### src/rtl/pov_column_fetch_if.sv
// Bus bundle between the column fetch stage, the angle generator,
// the texture ROM and the WS2812 strip controller.
interface pov_column_fetch_if #(
  parameter int LED_COUNT  = 52,
  parameter int TEX_WIDTH  = 256,
  parameter int THETA_BITS = 6,
  parameter int PX_BITS    = 6,
  parameter int ADDR_BITS  = $clog2(TEX_WIDTH * LED_COUNT)
);
  localparam int COL_BITS = $clog2(TEX_WIDTH);

  logic [THETA_BITS-1:0] theta;
  logic [7:0]            brightness;
  logic [PX_BITS-1:0]    next_px_num;
  logic [ADDR_BITS-1:0]  rom_addr;
  logic [23:0]           rom_data;
  logic [23:0]           pixel;
  logic [COL_BITS-1:0]   frame_col;
  logic                  buf_ready;
  logic                  underrun;

  // Environment side: angle source, ROM and strip controller
  modport master (
    output theta, brightness, next_px_num, rom_data,
    input  rom_addr, pixel, frame_col, buf_ready, underrun
  );

  // Column fetch stage
  modport slave (
    input  theta, brightness, next_px_num, rom_data,
    output rom_addr, pixel, frame_col, buf_ready, underrun
  );
endinterface

### src/rtl/pov_column_fetch.sv
// Column fetch stage: at each strip frame start, latch the angle, convert it
// to a texture column and fill the back half of a ping-pong column store from
// ROM; the strip controller reads the front half brightness-scaled.
module pov_column_fetch #(
  parameter int LED_COUNT  = 52,
  parameter int TEX_WIDTH  = 256,
  parameter int THETA_BITS = 6,
  parameter int PX_BITS    = 6,
  parameter int ADDR_BITS  = $clog2(TEX_WIDTH * LED_COUNT)
) (
  input  logic               clk,
  input  logic               rst_n,
  pov_column_fetch_if.slave  bus
);
  localparam int COL_BITS  = $clog2(TEX_WIDTH);
  localparam int ROW_BITS  = $clog2(LED_COUNT + 1);
  localparam int PROD_BITS = THETA_BITS + COL_BITS;

  typedef enum logic [1:0] {IDLE, FILL, DONE} state_e;

  state_e                state_q, state_d;
  logic [PX_BITS-1:0]    prev_px_q, prev_px_d;
  logic [COL_BITS-1:0]   fill_col_q, fill_col_d;
  logic [COL_BITS-1:0]   frame_col_q, frame_col_d;
  logic [7:0]            fill_bri_q, fill_bri_d;
  logic [7:0]            front_bri_q, front_bri_d;
  logic [ROW_BITS-1:0]   row_q, row_d;
  logic                  vld_p1_q, vld_p1_d;
  logic [ROW_BITS-1:0]   row_p1_q, row_p1_d;
  logic                  vld_p2_q, vld_p2_d;
  logic [ROW_BITS-1:0]   row_p2_q, row_p2_d;
  logic [ADDR_BITS-1:0]  rom_addr_q, rom_addr_d;
  logic                  front_sel_q, front_sel_d;
  logic                  front_valid_q, front_valid_d;
  logic                  underrun_q, underrun_d;
  logic [23:0]           pixel_q, pixel_d;
  logic [23:0]           col_buf_q [2][LED_COUNT];

  logic                  frame_start;
  logic                  last_wr;
  logic                  do_swap;
  logic [COL_BITS-1:0]   col_new;

  // Per-channel brightness scale: c * (bri + 1) / 256, so bri = 255 is identity
  function automatic logic [23:0] scale_px(input logic [23:0] px, input logic [7:0] bri);
    logic [15:0] mult;
    logic [23:0] res;
    mult = 16'({1'b0, bri}) + 16'd1;
    res  = '0;
    for (int ch = 0; ch < 3; ch++) begin
      res[8*ch +: 8] = 8'((16'(px[8*ch +: 8]) * mult) >> 8);
    end
    return res;
  endfunction

  assign frame_start = (bus.next_px_num == '0) && (prev_px_q != '0);
  assign col_new     = COL_BITS'((PROD_BITS'(bus.theta) * PROD_BITS'(TEX_WIDTH)) >> THETA_BITS);
  assign last_wr     = vld_p2_q && (row_p2_q == ROW_BITS'(LED_COUNT - 1));
  assign do_swap     = frame_start && ((state_q == DONE) || ((state_q == FILL) && last_wr));

  // State register plus all datapath flops; buffer store has no reset
  always_ff @(posedge clk) begin
    if (!rst_n) begin
      state_q       <= IDLE;
      prev_px_q     <= '1;
      frame_col_q   <= '0;
      row_q         <= '0;
      vld_p1_q      <= 1'b0;
      vld_p2_q      <= 1'b0;
      rom_addr_q    <= '0;
      front_sel_q   <= 1'b0;
      front_valid_q <= 1'b0;
      underrun_q    <= 1'b0;
      pixel_q       <= '0;
    end else begin
      state_q       <= state_d;
      prev_px_q     <= prev_px_d;
      frame_col_q   <= frame_col_d;
      row_q         <= row_d;
      vld_p1_q      <= vld_p1_d;
      vld_p2_q      <= vld_p2_d;
      rom_addr_q    <= rom_addr_d;
      front_sel_q   <= front_sel_d;
      front_valid_q <= front_valid_d;
      underrun_q    <= underrun_d;
      pixel_q       <= pixel_d;
    end
    fill_col_q  <= fill_col_d;
    fill_bri_q  <= fill_bri_d;
    front_bri_q <= front_bri_d;
    row_p1_q    <= row_p1_d;
    row_p2_q    <= row_p2_d;
    if (vld_p2_q) begin
      col_buf_q[~front_sel_q][row_p2_q] <= bus.rom_data;
    end
  end

  // Next-state logic: any frame start (re)starts a fill
  always_comb begin
    state_d = state_q;
    case (state_q)
      IDLE:    if (frame_start) state_d = FILL;
      FILL:    if (frame_start) state_d = FILL;
               else if (last_wr) state_d = DONE;
      DONE:    if (frame_start) state_d = FILL;
      default: state_d = IDLE;
    endcase
  end

  // Fill sequencing, swap/underrun handling and the pixel read path
  always_comb begin
    prev_px_d     = bus.next_px_num;
    fill_col_d    = fill_col_q;
    fill_bri_d    = fill_bri_q;
    frame_col_d   = frame_col_q;
    front_bri_d   = front_bri_q;
    front_sel_d   = front_sel_q;
    front_valid_d = front_valid_q;
    underrun_d    = underrun_q;
    row_d         = row_q;
    rom_addr_d    = rom_addr_q;
    // p0 -> p1: ROM address issue, row tag travels with it
    vld_p1_d      = 1'b0;
    row_p1_d      = row_p1_q;
    // p1 -> p2: ROM data now valid, written to the back buffer next edge
    vld_p2_d      = vld_p1_q;
    row_p2_d      = row_p1_q;

    if (frame_start) begin
      fill_col_d = col_new;
      fill_bri_d = bus.brightness;
      rom_addr_d = ADDR_BITS'(col_new);
      vld_p1_d   = 1'b1;
      row_p1_d   = '0;
      row_d      = ROW_BITS'(1);
      vld_p2_d   = 1'b0;
      if (do_swap) begin
        front_sel_d   = ~front_sel_q;
        front_valid_d = 1'b1;
        frame_col_d   = fill_col_q;
        front_bri_d   = fill_bri_q;
      end else if (state_q == FILL) begin
        underrun_d = 1'b1;
      end
    end else if ((state_q == FILL) && (row_q < ROW_BITS'(LED_COUNT))) begin
      rom_addr_d = ADDR_BITS'(row_q) * ADDR_BITS'(TEX_WIDTH) + ADDR_BITS'(fill_col_q);
      vld_p1_d   = 1'b1;
      row_p1_d   = row_q;
      row_d      = row_q + 1'b1;
    end

    if (front_valid_q && (bus.next_px_num < PX_BITS'(LED_COUNT))) begin
      pixel_d = scale_px(col_buf_q[front_sel_q][bus.next_px_num], front_bri_q);
    end else begin
      pixel_d = '0;
    end
  end

  // Output decode
  always_comb begin
    bus.buf_ready = (state_q == DONE);
    bus.rom_addr  = rom_addr_q;
    bus.pixel     = pixel_q;
    bus.frame_col = frame_col_q;
    bus.underrun  = underrun_q;
  end
endmodule

### src/flat_wrapper.sv
// flat-port wrapper written by rule: the top's interface ports become plain ports
module pov_column_fetch_flat 
#(
  parameter int LED_COUNT  = 52,
  parameter int TEX_WIDTH  = 256,
  parameter int THETA_BITS = 6,
  parameter int PX_BITS    = 6,
  parameter int ADDR_BITS  = $clog2(TEX_WIDTH * LED_COUNT)
)
  (clk, rst_n, bus_theta, bus_brightness, bus_next_px_num, bus_rom_data, bus_rom_addr, bus_pixel, bus_frame_col, bus_buf_ready, bus_underrun);
  pov_column_fetch_if #(.LED_COUNT(LED_COUNT), .TEX_WIDTH(TEX_WIDTH), .THETA_BITS(THETA_BITS), .PX_BITS(PX_BITS), .ADDR_BITS(ADDR_BITS)) bus_i ();
  input  logic clk;
  input  logic rst_n;
  input wire logic [$bits(bus_i.theta)-1:0] bus_theta;
  input wire logic [$bits(bus_i.brightness)-1:0] bus_brightness;
  input wire logic [$bits(bus_i.next_px_num)-1:0] bus_next_px_num;
  input wire logic [$bits(bus_i.rom_data)-1:0] bus_rom_data;
  output wire logic [$bits(bus_i.rom_addr)-1:0] bus_rom_addr;
  output wire logic [$bits(bus_i.pixel)-1:0] bus_pixel;
  output wire logic [$bits(bus_i.frame_col)-1:0] bus_frame_col;
  output wire logic [$bits(bus_i.buf_ready)-1:0] bus_buf_ready;
  output wire logic [$bits(bus_i.underrun)-1:0] bus_underrun;
  assign bus_i.theta = bus_theta;
  assign bus_i.brightness = bus_brightness;
  assign bus_i.next_px_num = bus_next_px_num;
  assign bus_i.rom_data = bus_rom_data;
  assign bus_rom_addr = bus_i.rom_addr;
  assign bus_pixel = bus_i.pixel;
  assign bus_frame_col = bus_i.frame_col;
  assign bus_buf_ready = bus_i.buf_ready;
  assign bus_underrun = bus_i.underrun;
  pov_column_fetch #(.LED_COUNT(LED_COUNT), .TEX_WIDTH(TEX_WIDTH), .THETA_BITS(THETA_BITS), .PX_BITS(PX_BITS), .ADDR_BITS(ADDR_BITS)) u_core (.clk(clk), .rst_n(rst_n), .bus(bus_i));
endmodule
### config.mk
export PLATFORM = sky130hd
export DESIGN_NAME = pov_column_fetch_flat
export DESIGN_NICKNAME = d
export VERILOG_FILES = /design/src/rtl/pov_column_fetch_if.sv /design/src/rtl/pov_column_fetch.sv /design/src/flat_wrapper.sv
export SDC_FILE = /design/constraint.sdc
export NUM_CORES = 2
export LEC_CHECK = 0
export BUFFER_PORTS_ARGS = -buffer_cell sky130_fd_sc_hd__buf_2
export CAP_MARGIN = 20
export CORE_MARGIN = 3
export CORE_UTILIZATION = 39
export CTS_CLUSTER_DIAMETER = 40
export DETAILED_ROUTE_END_ITERATION = 7
export GPL_TIMING_DRIVEN = 0
export PLACE_DENSITY = 0.65
export SKIP_CTS_REPAIR_TIMING = 1
export SLEW_MARGIN = 20
export SYNTH_ARGS = -nofsm -noshare
export SYNTH_HDL_FRONTEND = slang
export SYNTH_SLANG_ARGS = --single-unit
### constraint.sdc
create_clock -name clk -period 7.41 [get_ports clk]
set_clock_uncertainty 0.1 [all_clocks]
set_input_delay 0.741 -clock clk [delete_from_list [all_inputs] [get_ports clk]]
set_output_delay 0.741 -clock clk [all_outputs]
set_load 0.1 [all_outputs]
# == Word-level counts from Yosys, hierarchy flattened ==
# Memories as Yosys holds them, arrays and structs flattened. A register that Yosys moved wholly into a read port is not among the register bits.
# Cells that the tools add are included.
# totals
mem_bits_rw,2496
wordCells,77
rom_bits,0
memories,1
latch_bits,0
out_inout_bits,48
ff_bits,97
in_bits,46
# memory_table
memory,words,word_bits,read_ports,rd_clocked_by_memory_dff,write_ports,line_no,text
u_core.col_buf_q,2,1248,1,1,1,pov_column_fetch.sv:37,logic [23:0] col_buf_q [2][LED_COUNT];
# op_classes
add_sub_neg,3
shift,0
n_eq_ne,5
n_mux,19
magnitude_cmp,5
n_div,0
bitwise_logic,5
multipliers,3
n_reduce_logical,18
# ops
operator,n
2-to-1 mux 1248 bit,1
binary-select mux 24 bit (select 6 bit),1
demux 24 bit (select 6 bit),1
2-to-1 mux 24 bit,3
multiplier 8 x 16 -> 16 bit,3
2-to-1 mux 8 bit,2
adder 14 x 8 -> 14 bit,1
>= comparator 7 bit (second input constant),2
NOT 6 -> 7 bit,2
< comparator 6 bit (second input constant),2
adder 8 x 1 -> 9 bit (second input constant),1
logical AND 1 bit,7
< comparator 7 x 1 -> 1 bit (second input constant),1
2-to-1 mux 1 bit,7
adder 6 x 1 -> 6 bit (second input constant),1
== test 6 bit (second input constant),1
zero test 6 bit,1
2-to-1 mux 2 bit,3
AND reduction 2 bit,3
nonzero test 6 bit,1
case mux 2 bit (2 select lines),1
OR reduction 2 bit,2
!= test 3 x 1 -> 1 bit (second input constant),1
NOT 1 bit,3
7 further kinds,7

# == Longest topological paths before layout ==
# logic_depth
depth_word,8
ltp_mapped,33
ltp_nobuf,25

# == Least setup slack after synthesis ==
# OpenSTA, ideal clock, no wires.
# synth_path
path_type,in2reg
start,in bus_next_px_num[0]
end,reg u_core.pixel_q[7] (netlist: u_core.bus.pixel[7])
setup_time_ns,0.087
n_path_buf,6
required_ns,7.223
t_arrival_ns,7.134
setup_slack_ns,0.089
stages,27
path_cell_list,buf_4 -> buf_4 -> buf_6 -> buf_2 -> clkbuf_1 -> clkbuf_1 -> mux4_2 -> mux4_2 -> nand2_1 -> a31oi_1 -> o21ai_2 -> nor2_1 -> fa_1 -> inv_1 -> fa_1 -> inv_1 -> fa_1 -> inv_1 -> fa_1 -> inv_1 -> ha_1 -> and4b_1 -> nand4_1 -> a2111oi_2 -> nor4_1 -> or4_1 -> o31ai_1
# synth_between
elab_chain_cells,5
word_cells_on_any_way,8
classes_between,mul (1); order compare (1); mux (3); bitwise (1); reduce/logical (2)
# synth_rtl
item,line_no,text
start: declaration,flat_wrapper.sv:16,input wire logic [$bits(bus_i.next_px_num)-1:0] bus_next_px_num;
NOT 6 -> 7 bit (not written as such),pov_column_fetch.sv:153,"pixel_d = scale_px(col_buf_q[front_sel_q][bus.next_px_num], front_bri_q);"
binary-select mux 24 bit (select 6 bit),pov_column_fetch.sv:153,
2-to-1 mux 24 bit (not written as such) (2 in a row),pov_column_fetch.sv:153,
multiplier 8 x 16 -> 16 bit,pov_column_fetch.sv:51,res[8*ch +: 8] = 8'((16'(px[8*ch +: 8]) * mult) >> 8);
end signal: assignment,pov_column_fetch.sv:86,pixel_q <= pixel_d;
end: declaration,pov_column_fetch.sv:36,"logic [23:0] pixel_q, pixel_d;"
# Parallel ways exist; a longest one is shown, timed or not. The select of a mux whose other input is x is not followed.
# A chain may end at the register's enable or synchronous reset.

# == Final worst setup path ==
# layout_path
start,in bus_next_px_num[2]
end,reg u_core.pixel_q[13] (netlist: u_core.bus.pixel[13])
# The elaborated chain is that of the path after synthesis.

==> run_results.csv <==
group,metric,value,unit
critical_path,rr_worst_depth,30,
cts,cts-root-buf,"clkbuf_16",
synthesis,async_flop_share,0,%
layout,n_fill_cell,21010,
status,violations,"negative setup slack",
grt,antenna_found_initial,21,
synthesis,netlist_area,0.106,mm²
critical_path,r2r_end,"u_core.bus.pixel[7]$_SDFF_PN0_",
layout,layout_commonest_cell,"edfxtp_1",
flow_run,maxCapViolCount,0,
cts,cts_sinks,2592,
detailed_routing,avgViaCountPerCell,6.21,
critical_path,cp_slowest_cell,"nor2_2",
timing,fmax,126,MHz
floorplan,rows,190,
timing,fin_crit_sh,107,%
pwr,finalPower,35.1,mW
synthesis,synthCells,5028,
synthesis,synth-seq-cells,2592,
floorplan,initial_core_util,39.3,%
critical_path,path_class,"input pin to flip-flop",
timing,fin_crit,7.96,ns
timing,maxSlewViolCount,0,
pwr,peakVddDrop,215,µV
timing,tightest_slew,1.45,ns
detailed_routing,via_count,60248,
cts,cts_tree,"yes",
critical_path,path_max_fanout,12,
worst_hold_path,min_path_type,"input pin to flip-flop",
pwr,power.density,268,mW/mm²
detailed_routing,drc,0,
floorplan,pin_count,94,
critical_path,cp_cell_sequence,"buf_6, buf_4, clkinv_1, nor2_2, a221oi_1, a221oi_2, o2bb2ai_4, or2_2, fa_1, fa_2, inv_1, fa_2, fa_2, ha_4, nor2b_4, nor3_2, a21o_2, o31ai_4, buf_6, mux2i_1, nand3_1",
floorplan,die_h,527,µm
critical_path,cp_data_arrival_time,8.52,ns
pwr,p_leak,42.9,nW
timing,hold_violations,0,
critical_path,critPathCaptureType,"flip-flop",
layout,post_route_cells_drive_above_1_share,36.5,%
critical_path,worstPathRequired,7.98,ns
synthesis,yosysWarnings,0,
grt,track_usage,24.8,%
status,status,"finished, violations left",
cts,cts_buffer_depth,4,
synthesis,syn_avg_cell_area,21.0,µm²
synthesis,synth_edf_count,2518,
timing,setup_ws,-0.545,ns
detailed_routing,dr.pass1.iters,7,
timing,slew-limit-headroom,3.24,%
worst_hold_path,whs_path_depth,1,
synthesis,synth-seq-area-share,72.9,%
critical_path,cp-start-kind,"input pin",
placed_design,gp_congestion,0.903,
synthesis,synthFlopType,"edfxtp_1",
timing,setup_violations,24,
floorplan,dieArea,0.277,mm²
critical_path,reg2reg_slack,-0.48,ns
placed_design,place_inst,8868,
placed_design,place.port_buffers,86,
detailed_routing,ant_nets,0,
layout,nNetsFinal,6151,
critical_path,cpPeakStageDelay,1.15,ns
cts,cts-htree-levels,5,
floorplan,coreArea,0.269,mm²
worst_hold_path,holdPathEnd,"u_core.fill_bri_q[3]$_DFFE_PP_",
layout,layout_common_cells,"edfxtp_1 (2518), mux4_2 (684), clkbuf_16 (339)",
layout,stdcell_count,9707,
detailed_routing,routed_wl,360,mm
synthesis,synth_cell_types,91,
critical_path,cpMostUsedCell,"fa_2",
cts,clk_pin_slew,0.05,ns
placed_design,dp_hpwl,233,mm
detailed_routing,drtIter0Drc,10433,
timing,rsz0062_at_grt,"true",
detailed_routing,wl_per_cell,37.1,µm
grt,grt_max_degree,105,
grt,grt_pass1_vias,57193,
cts,clkLatencyLatePin,0.91,ns
cts,cts_buffers,323,
grt,grt_overflow,0,
grt,grt_pass1_wl,476,mm
layout,area_growth,24.1,%
worst_hold_path,hold_start,"bus_brightness[3]",
floorplan,die_x,527,µm
[how the worst max path moves through the flow]
stage,from,to,slack (ns),depth (start not counted)
floorplan,bus_next_px_num[0],u_core.bus.pixel[7]$_SDFF_PN0_,0.09,27
global placement,bus_next_px_num[0],u_core.bus.pixel[7]$_SDFF_PN0_,-2.95,25
detailed placement,bus_next_px_num[1],u_core.bus.pixel[7]$_SDFF_PN0_,-2.72,26
CTS,flip-flop,u_core.bus.pixel[23]$_SDFF_PN0_,-2.14,31
global route,bus_next_px_num[0],u_core.bus.pixel[7]$_SDFF_PN0_,-0.61,31
finish,bus_next_px_num[2],u_core.bus.pixel[13]$_SDFF_PN0_,-0.55,21
[cell type report]
class                   count  area, µm²  area share [%]
inverters                 174        653           0.498
clock buffers             360       8390            6.39
clock inverters           223       2540            1.93
repair buffers            529       7430            5.66
flip-flops and latches   2592      77100            58.8
diodes                     10       25.0          0.0191
well taps                3552       4440            3.39
plain buffers             252       2770            2.11
multi-input cells        2015      27900            21.2
[synth_stat cells, drive strengths merged, types with 34 or more instances]
library cell,n,area share [%]
o21ai,34,0.21
edfxtp,2518,72
ha,98,1.2
mux4,701,15
a21oi,58,0.28
clkbuf,87,0.33
fa,120,2.3
nand2,109,0.39
nand3,48,0.23
a22oi,35,0.25
inv,172,0.61
mux2i,126,1.2
nor2,310,1.1
or2,56,0.33
buf,166,1.3
dfxtp,74,1.4
[metrics by stage]
| step | setup TNS (ns) | setup slack (ns) | cell area, µm² | hold WS [ns] | utilization (%) |
|---|---|---|---|---|---|
| after floorplan | 0 | 0.0887 | 106000 | 0.231 | - |
| after global placement | -61.99 | -2.95 | 111000 | 0.246 | 41.1 |
| after detailed placement | -55.72 | -2.72 | 116000 | 0.244 | 43.2 |
| after CTS | -42.83 | -2.14 | 127000 | -0.0268 | 47.3 |
| after global routing | -10.06 | -0.613 | 131000 | 0.00322 | 48.8 |
| final | -8.21 | -0.545 | 131000 | 0.0183 | 48.8 |
[power breakdown]
group | leakage, nW | switching (mW) | internal [mW]
combinational | 14.4 | 1.81 | 1.13
sequential | 23.2 | 0.0412 | 16.1
clock | 5.26 | 6.57 | 9.48
total | 42.9 | 8.42 | 26.7
[critical path: cells and delay by family]
kind,cells,cell delay (ns)
and+or+nand+nor,5,1.70
AOI/OAI and AO/OA,5,2.00
buffers and inverters,5,1.54
muxes,1,0.17
adders and majority gates,5,2.30
[routing by layer]
| metal | share of wire (%) | wire length, µm | vias to the layer above | track usage, % |
|---|---|---|---|---|
| met1 | 35 | 126000 | 31469 | 33.2 |
| met5 | 0.033 | 120 | - | 0 |
| met2 | 44 | 158000 | 5228 | 36.3 |
| li1 | - | - | 22406 | - |
| met4 | 6.4 | 22900 | 12 | 12.4 |
| met3 | 15 | 52700 | 1133 | 8.41 |
[flip-flops by register name, summed over array words and instances, names as in the netlist, 8 cells and up, named ones only]
name	flops
u_core.bus.pixel	24
u_core.bus.rom_addr	12
u_core.col_buf_q	2496
u_core.fill_bri_q	8
u_core.front_bri_q	8
[logic make-up (layout without fill, tap and decap cells)]
| family | Yosys count | after routing | share of synthesized area [%] |
|---|---|---|---|
| simple gates | 635 | 635 | 2.72 |
| mux | 854 | 854 | 16.5 |
| compound gates | 269 | 272 | 1.91 |
| xor+xnor | 32 | 32 | 0.265 |
| other cells | 1 | 14 | 0.00355 |
| flops | 2592 | 2592 | 72.9 |
| fa+ha+maj | 218 | 218 | 3.43 |
| buf+inv | 427 | 1538 | 2.26 |
No activity file was read; power rests on OpenSTA's default activity.
